File: src/rtl/sr165_reader.sv
// sr165_reader: periodically loads a 74HC165 chain, shifts WIDTH bits in MSB
// first and publishes a debounced switch image after two identical frames.
//
// state  | meaning
// -------+--------------------------------------------------------------
// LOAD   | loadPin low for two ticks, parallel inputs captured by the 165
// SHIFT  | two ticks per bit: low phase samples dataIn, high phase clocks
// DONE   | one tick: frame compared with previous, sw_data maybe updated
// GAP    | GAP_TICKS idle ticks before the next LOAD
module sr165_reader #(
    parameter int CLK_DIV   = 400,
    parameter int WIDTH     = 8,
    parameter int GAP_TICKS = 5
) (
    input  logic             clck,
    input  logic             rst,
    input  logic             dataIn,
    output logic             loadPin,
    output logic             clockPin,
    output logic [WIDTH-1:0] sw_data,
    output logic             frame_done,
    output logic             sw_changed
);

    localparam int DIVW = (CLK_DIV > 1) ? $clog2(CLK_DIV) : 1;
    localparam logic [DIVW-1:0] DIV_LAST = DIVW'(CLK_DIV - 1);

    localparam int BITW = (WIDTH > 1) ? $clog2(WIDTH) : 1;
    localparam logic [BITW-1:0] BIT_LAST = BITW'(WIDTH - 1);

    // tick_left holds both the LOAD length (2 ticks) and the GAP length.
    localparam int TLW = (GAP_TICKS > 2) ? $clog2(GAP_TICKS) : 1;
    localparam logic [TLW-1:0] LOAD_LAST = TLW'(1);
    localparam logic [TLW-1:0] GAP_LAST  = TLW'((GAP_TICKS > 0) ? GAP_TICKS - 1 : 0);

    localparam logic [1:0] ST_LOAD  = 2'd0;
    localparam logic [1:0] ST_SHIFT = 2'd1;
    localparam logic [1:0] ST_DONE  = 2'd2;
    localparam logic [1:0] ST_GAP   = 2'd3;

    logic [DIVW-1:0]  div_cnt;
    logic             tick;
    logic [1:0]       state;
    logic             phase;
    logic [BITW-1:0]  bit_cnt;
    logic [TLW-1:0]   tick_left;
    logic [WIDTH-1:0] frame;
    logic [WIDTH-1:0] prev;
    logic             din_meta;
    logic             din_sync;

    assign tick = (div_cnt == DIV_LAST);

    // Tick generator: free-running 0..CLK_DIV-1 counter.
    always_ff @(posedge clck or posedge rst) begin
        if (rst) begin
            div_cnt <= '0;
        end else if (tick) begin
            div_cnt <= '0;
        end else begin
            div_cnt <= div_cnt + 1'b1;
        end
    end

    // Two-flop synchronizer for the asynchronous serial data from the 165.
    always_ff @(posedge clck or posedge rst) begin
        if (rst) begin
            din_meta <= 1'b0;
            din_sync <= 1'b0;
        end else begin
            din_meta <= dataIn;
            din_sync <= din_meta;
        end
    end

    // Frame sequencer; pin registers are set to the level of the state being entered.
    always_ff @(posedge clck or posedge rst) begin
        if (rst) begin
            state      <= ST_LOAD;
            phase      <= 1'b0;
            bit_cnt    <= '0;
            tick_left  <= LOAD_LAST;
            frame      <= '0;
            prev       <= '0;
            sw_data    <= '0;
            loadPin    <= 1'b1;
            clockPin   <= 1'b0;
            frame_done <= 1'b0;
            sw_changed <= 1'b0;
        end else begin
            frame_done <= 1'b0;
            sw_changed <= 1'b0;
            if (tick) begin
                case (state)
                    ST_LOAD: begin
                        bit_cnt  <= '0;
                        clockPin <= 1'b0;
                        if (tick_left == '0) begin
                            state   <= ST_SHIFT;
                            phase   <= 1'b0;
                            loadPin <= 1'b1;
                        end else begin
                            tick_left <= tick_left - 1'b1;
                            loadPin   <= 1'b0;
                        end
                    end
                    ST_SHIFT: begin
                        if (!phase) begin
                            // Sample before the rising edge that shifts the next bit out.
                            frame    <= (frame << 1) | WIDTH'(din_sync);
                            phase    <= 1'b1;
                            clockPin <= 1'b1;
                        end else begin
                            phase    <= 1'b0;
                            clockPin <= 1'b0;
                            if (bit_cnt == BIT_LAST) begin
                                state <= ST_DONE;
                            end else begin
                                bit_cnt <= bit_cnt + 1'b1;
                            end
                        end
                    end
                    ST_DONE: begin
                        frame_done <= 1'b1;
                        prev       <= frame;
                        if ((frame == prev) && (frame != sw_data)) begin
                            sw_data    <= frame;
                            sw_changed <= 1'b1;
                        end
                        if (GAP_TICKS == 0) begin
                            state     <= ST_LOAD;
                            tick_left <= LOAD_LAST;
                            loadPin   <= 1'b0;
                        end else begin
                            state     <= ST_GAP;
                            tick_left <= GAP_LAST;
                        end
                    end
                    default: begin
                        if (tick_left == '0) begin
                            state     <= ST_LOAD;
                            tick_left <= LOAD_LAST;
                            loadPin   <= 1'b0;
                        end else begin
                            tick_left <= tick_left - 1'b1;
                        end
                    end
                endcase
            end
        end
    end

endmodule

File: config.mk
export PLATFORM = sky130hd
export DESIGN_NAME = sr165_reader
export DESIGN_NICKNAME = d
export VERILOG_FILES = /design/src/rtl/sr165_reader.sv
export SDC_FILE = /design/constraint.sdc
export NUM_CORES = 1
export LEC_CHECK = 0
export CORE_MARGIN = 2
export CORE_UTILIZATION = 55
export CTS_CLUSTER_DIAMETER = 80
export DETAILED_ROUTE_END_ITERATION = 8
export HOLD_SLACK_MARGIN = 0.02
export PLACE_DENSITY = 0.77
export SLEW_MARGIN = 20
export SYNTH_ARGS = -nofsm -noshare
export SYNTH_HDL_FRONTEND = slang
export SYNTH_SLANG_ARGS = --single-unit
File: constraint.sdc
create_clock -name clck -period 5.5 [get_ports clck]
set_input_delay 0.825 -clock clck [delete_from_list [all_inputs] [get_ports clck]]
set_output_delay 0.825 -clock clck [all_outputs]
set_load 0.01 [all_outputs]
==> metrics.log <==
INFO  metric synth_top_area_share = 49.7%
INFO  metric post_synth_instance_area = about 2300 um2
INFO  metric cts_max_path_buffers = 2
INFO  metric gpl.final_weighted_congestion = approximately 0.73
INFO  metric wire_length_of_the_first_global_routing_pass = 6800 um
INFO  metric synth.net_count = about 200
INFO  metric run_status = finished, final reports clean
INFO  metric critical_path_required = ~5700 ps
INFO  metric antennaDiodeCount = 0
INFO  metric groute.usage.overall = between 20% and 30%
INFO  metric post_drt_via_cell_ratio = 5.59
INFO  metric hold_viol_final = 0
INFO  metric design.core.area = about 4000 um2
INFO  metric critical_path_class = register to register
INFO  metric seq_area_frac_synth = about half
INFO  metric clk-insertion-delay-late = approximately 300 ps
INFO  metric max_freq = about 0.42 GHz
INFO  metric setup_tns = 0 ps
INFO  metric drc = 0
INFO  metric global_route.usage.met3 = under 10%
INFO  metric first_iter_violations = between 70 and 80
INFO  metric fin_skew = between 10 and 15 ps
INFO  metric yosys-top-cells-area = dfrtp_1, mux2_2, ha_1, xnor2_1, xor2_1
INFO  metric worst_setup_hold_path_clk_slew = about 80 ps
INFO  metric placedInstanceArea = around 2500 um2
INFO  metric layout-drive-gt1-share = 20.5%
INFO  metric core.rowCount = 23
INFO  metric area_growth = 12.7%
INFO  metric path_max_fanout = 9
INFO  metric grt.met1_usage = around a quarter
INFO  metric cp_startpoint_kind = register
INFO  metric buffers_added_on_ports = 14
INFO  metric number_of_global_route_vias_before_repair = ~1500
INFO  metric drt-pass1-iter-count = 4
INFO  metric clk_root_buffer_cell = clkbuf_8
INFO  metric ios = 15
INFO  metric maxCapViolCount = 0
INFO  metric timing_max_transition_violations_final = 0
INFO  metric grt_overflow_total = 0
INFO  metric drt.antenna.violating_nets = 0
INFO  metric initial_core_util = around 57%
INFO  metric fin_crit = approximately 2400 ps
INFO  metric grt_max_degree = ~50
INFO  metric dominant_combinational_cell_family_by_area_after_synthesis = multiplexers
INFO  metric setup-violations-final = 0
INFO  metric synth_area_in_compound_gates = 6.10%
INFO  metric drt-wirelength-per-cell = around 16 um
INFO  metric cts_post_setup_buffers_inserted = 0
INFO  metric unrepaired_setup_endpoints_after_global_routing = false
INFO  metric cts_repair_resize_count = 0
INFO  metric yosysWarningCount = 0
INFO  metric power.density = approximately 230 nW/um2
INFO  metric worst_pin_slew = roughly 800 ps
INFO  metric sinks_on_the_clock_net = 48
INFO  metric cts-htree-levels = 2
INFO  metric global_route.usage.met2 = 33.5%
INFO  metric synthesized_area_fraction_occupied_by_adder_cells = under 10%
INFO  metric hold_class = register to register
INFO  metric post_synth_and_or_nand_nor_area_fraction = a little over a tenth
INFO  metric hold_buffers = 0
INFO  metric maxSlewHeadroom = 46.7%
INFO  metric synthesis.instances = 187
INFO  metric share_of_synthesized_area_spent_on_multiplexers = 15.8%
INFO  metric die-height = between 60 and 70 um
INFO  metric busiest_layer = met2
INFO  metric grt_antenna_before_repair = 0
INFO  metric place.detailed.hpwl = between 2000 and 3000 um
INFO  metric stdcell_area = around 2600 um2
INFO  metric tritoncts = yes
INFO  metric worst_setup_path_end_kind = register
INFO  metric postSynthAreaPerCell = between 10 and 15 um2
INFO  metric synth_cell_type_count = 34
INFO  metric synth.largest_area_cell = dfrtp_1
INFO  metric final_net_count = 216
INFO  metric dr_total_vias = 1426
INFO  metric worst-endpoint-arrival = 2570 ps
INFO  metric vdd.ir_drop.worst = 0.113 mV
INFO  metric routed_wl = 4040 um
INFO  metric floorplan.die.width = 68.9 um
INFO  metric floorplan.die_area = roughly 4700 um2
INFO  metric final_min_period_over_clock_period = between 40 and 50%
INFO  metric p_leak = 1.28 nW
INFO  metric numCtsBuffers = 5
INFO  metric xor_xnor_portion_of_the_synthesized_cell_area = 7.94%
INFO  metric ys_ff_latch = between 40 and 50
## report_power, final
group	internal [mW]	leakage, nW	switching (mW)
clock network	0.136	0.0524	0.112
registers	0.353	0.644	0.000196
logic	0.00132	0.580	0.00658
total	0.491	1.28	0.119
## critical path, stage by stage (launching register included)
cell	delay, ps
dfrtp_1	390
ha_1	210
and3_1	330
nand3_1	270
nor3b_2	660
mux2_2	410
## sequential cells by signal, indices dropped and copies added (netlist names)
signal / flops
tick_left: 3
state: 2
sw_data: 8
din_meta: 1
clockPin: 1
prev: 8
loadPin: 1
din_sync: 1
bit_cnt: 3
div_cnt: 9
frame_done: 1
frame: 8
phase: 1
sw_changed: 1
## logic make-up (layout without fill, tap and decap cells)
kind of cell,count (synthesis),count (layout)
xor+xnor,21,21
buf+inv,16,34
simple gates,41,41
flops,48,48
mux,33,33
fa+ha+maj,9,9
compound gates,19,19
## synthesized netlist by cell type (all sizes together)
| cell | number |
|---|---|
| nand3 | 5 |
| dfstp | 2 |
| nand2b | 1 |
| nor2b | 2 |
| a21oi | 3 |
| inv | 12 |
| nor3 | 1 |
| a21o | 1 |
| nand3b | 3 |
| xor2 | 10 |
| o211ai | 1 |
| ha | 9 |
| nor3b | 1 |
| o21ai | 6 |
| buf | 1 |
| nor4 | 2 |
| dfrtp | 46 |
| clkbuf | 3 |
| and2 | 1 |
| nand2 | 10 |
| o31ai | 4 |
| mux2 | 28 |
| o2bb2ai | 1 |
| nor2 | 8 |
| nand4 | 4 |
| and3 | 2 |
| xnor2 | 11 |
| o21bai | 1 |
| nor4b | 1 |
| mux2i | 5 |
| a211oi | 1 |
| a2111oi | 1 |
## worst paths after layout
kind | startpoint | slack, ps | end | depth (start not counted)
max | div_cnt[0]$_DFF_PP0_ | 3120 | frame[2]$_DFFE_PP0P_ | 5
min | din_meta$_DFF_PP0_ | 370 | din_sync$_DFF_PP0_ | 0
max reg2reg | div_cnt[0]$_DFF_PP0_ | 3120 | frame[2]$_DFFE_PP0P_ | 5
min reg2reg | din_meta$_DFF_PP0_ | 370 | din_sync$_DFF_PP0_ | 0
max in group asynchronous | rst | 4050 | div_cnt[5]$_DFF_PP0_ | 2
min in group asynchronous | rst | 970 | frame[7]$_DFFE_PP0P_ | 2
## metrics by stage
step	total power [mW]	hold slack, ps	std cells	setup slack [ps]	util, %
finish	0.610	368	255	3120	64.8
global route	0.632	384	255	2950	64.8
CTS	0.617	370	255	3120	64.8
detailed placement	0.369	351	247	3110	62.1
global placement	0.369	338	247	3220	62.1
floorplan	0.366	331	187	3510	-
## final cells by class
class / count / area (um2)
fill: 319 / 1420
sequential: 48 / 1200
multi-input combinational: 123 / 1050
timing repair buffer: 14 / 140
clock buffer: 7 / 76.3
tap: 50 / 62.6
inverter: 12 / 46.3
clock inverter: 1 / 30.0
## per-layer routing
metal / routed length (um) / share of wire, %
met5: 0 / 0
met4: 80 / 2.0
met3: 179 / 4.4
met2: 2030 / 50
met1: 1750 / 43
## placed cells by master, fill, tap and decap left out, types with 3 or more instances in the layout
master	netlist	final
ha_1	9	9
inv_1	12	11
nor2_1	8	8
nand4_1	3	3
nand3b_1	3	3
clkbuf_8	0	5
mux2i_1	5	5
nand2_1	10	10
xnor2_1	11	11
o21ai_0	6	6
clkdlybuf4s50_1	0	14
dfrtp_1	46	46
mux2_2	28	28
o31ai_1	4	4
a21oi_1	3	3
xor2_1	10	10
nand3_1	5	5
No activity file was read; power rests on OpenSTA's default activity.
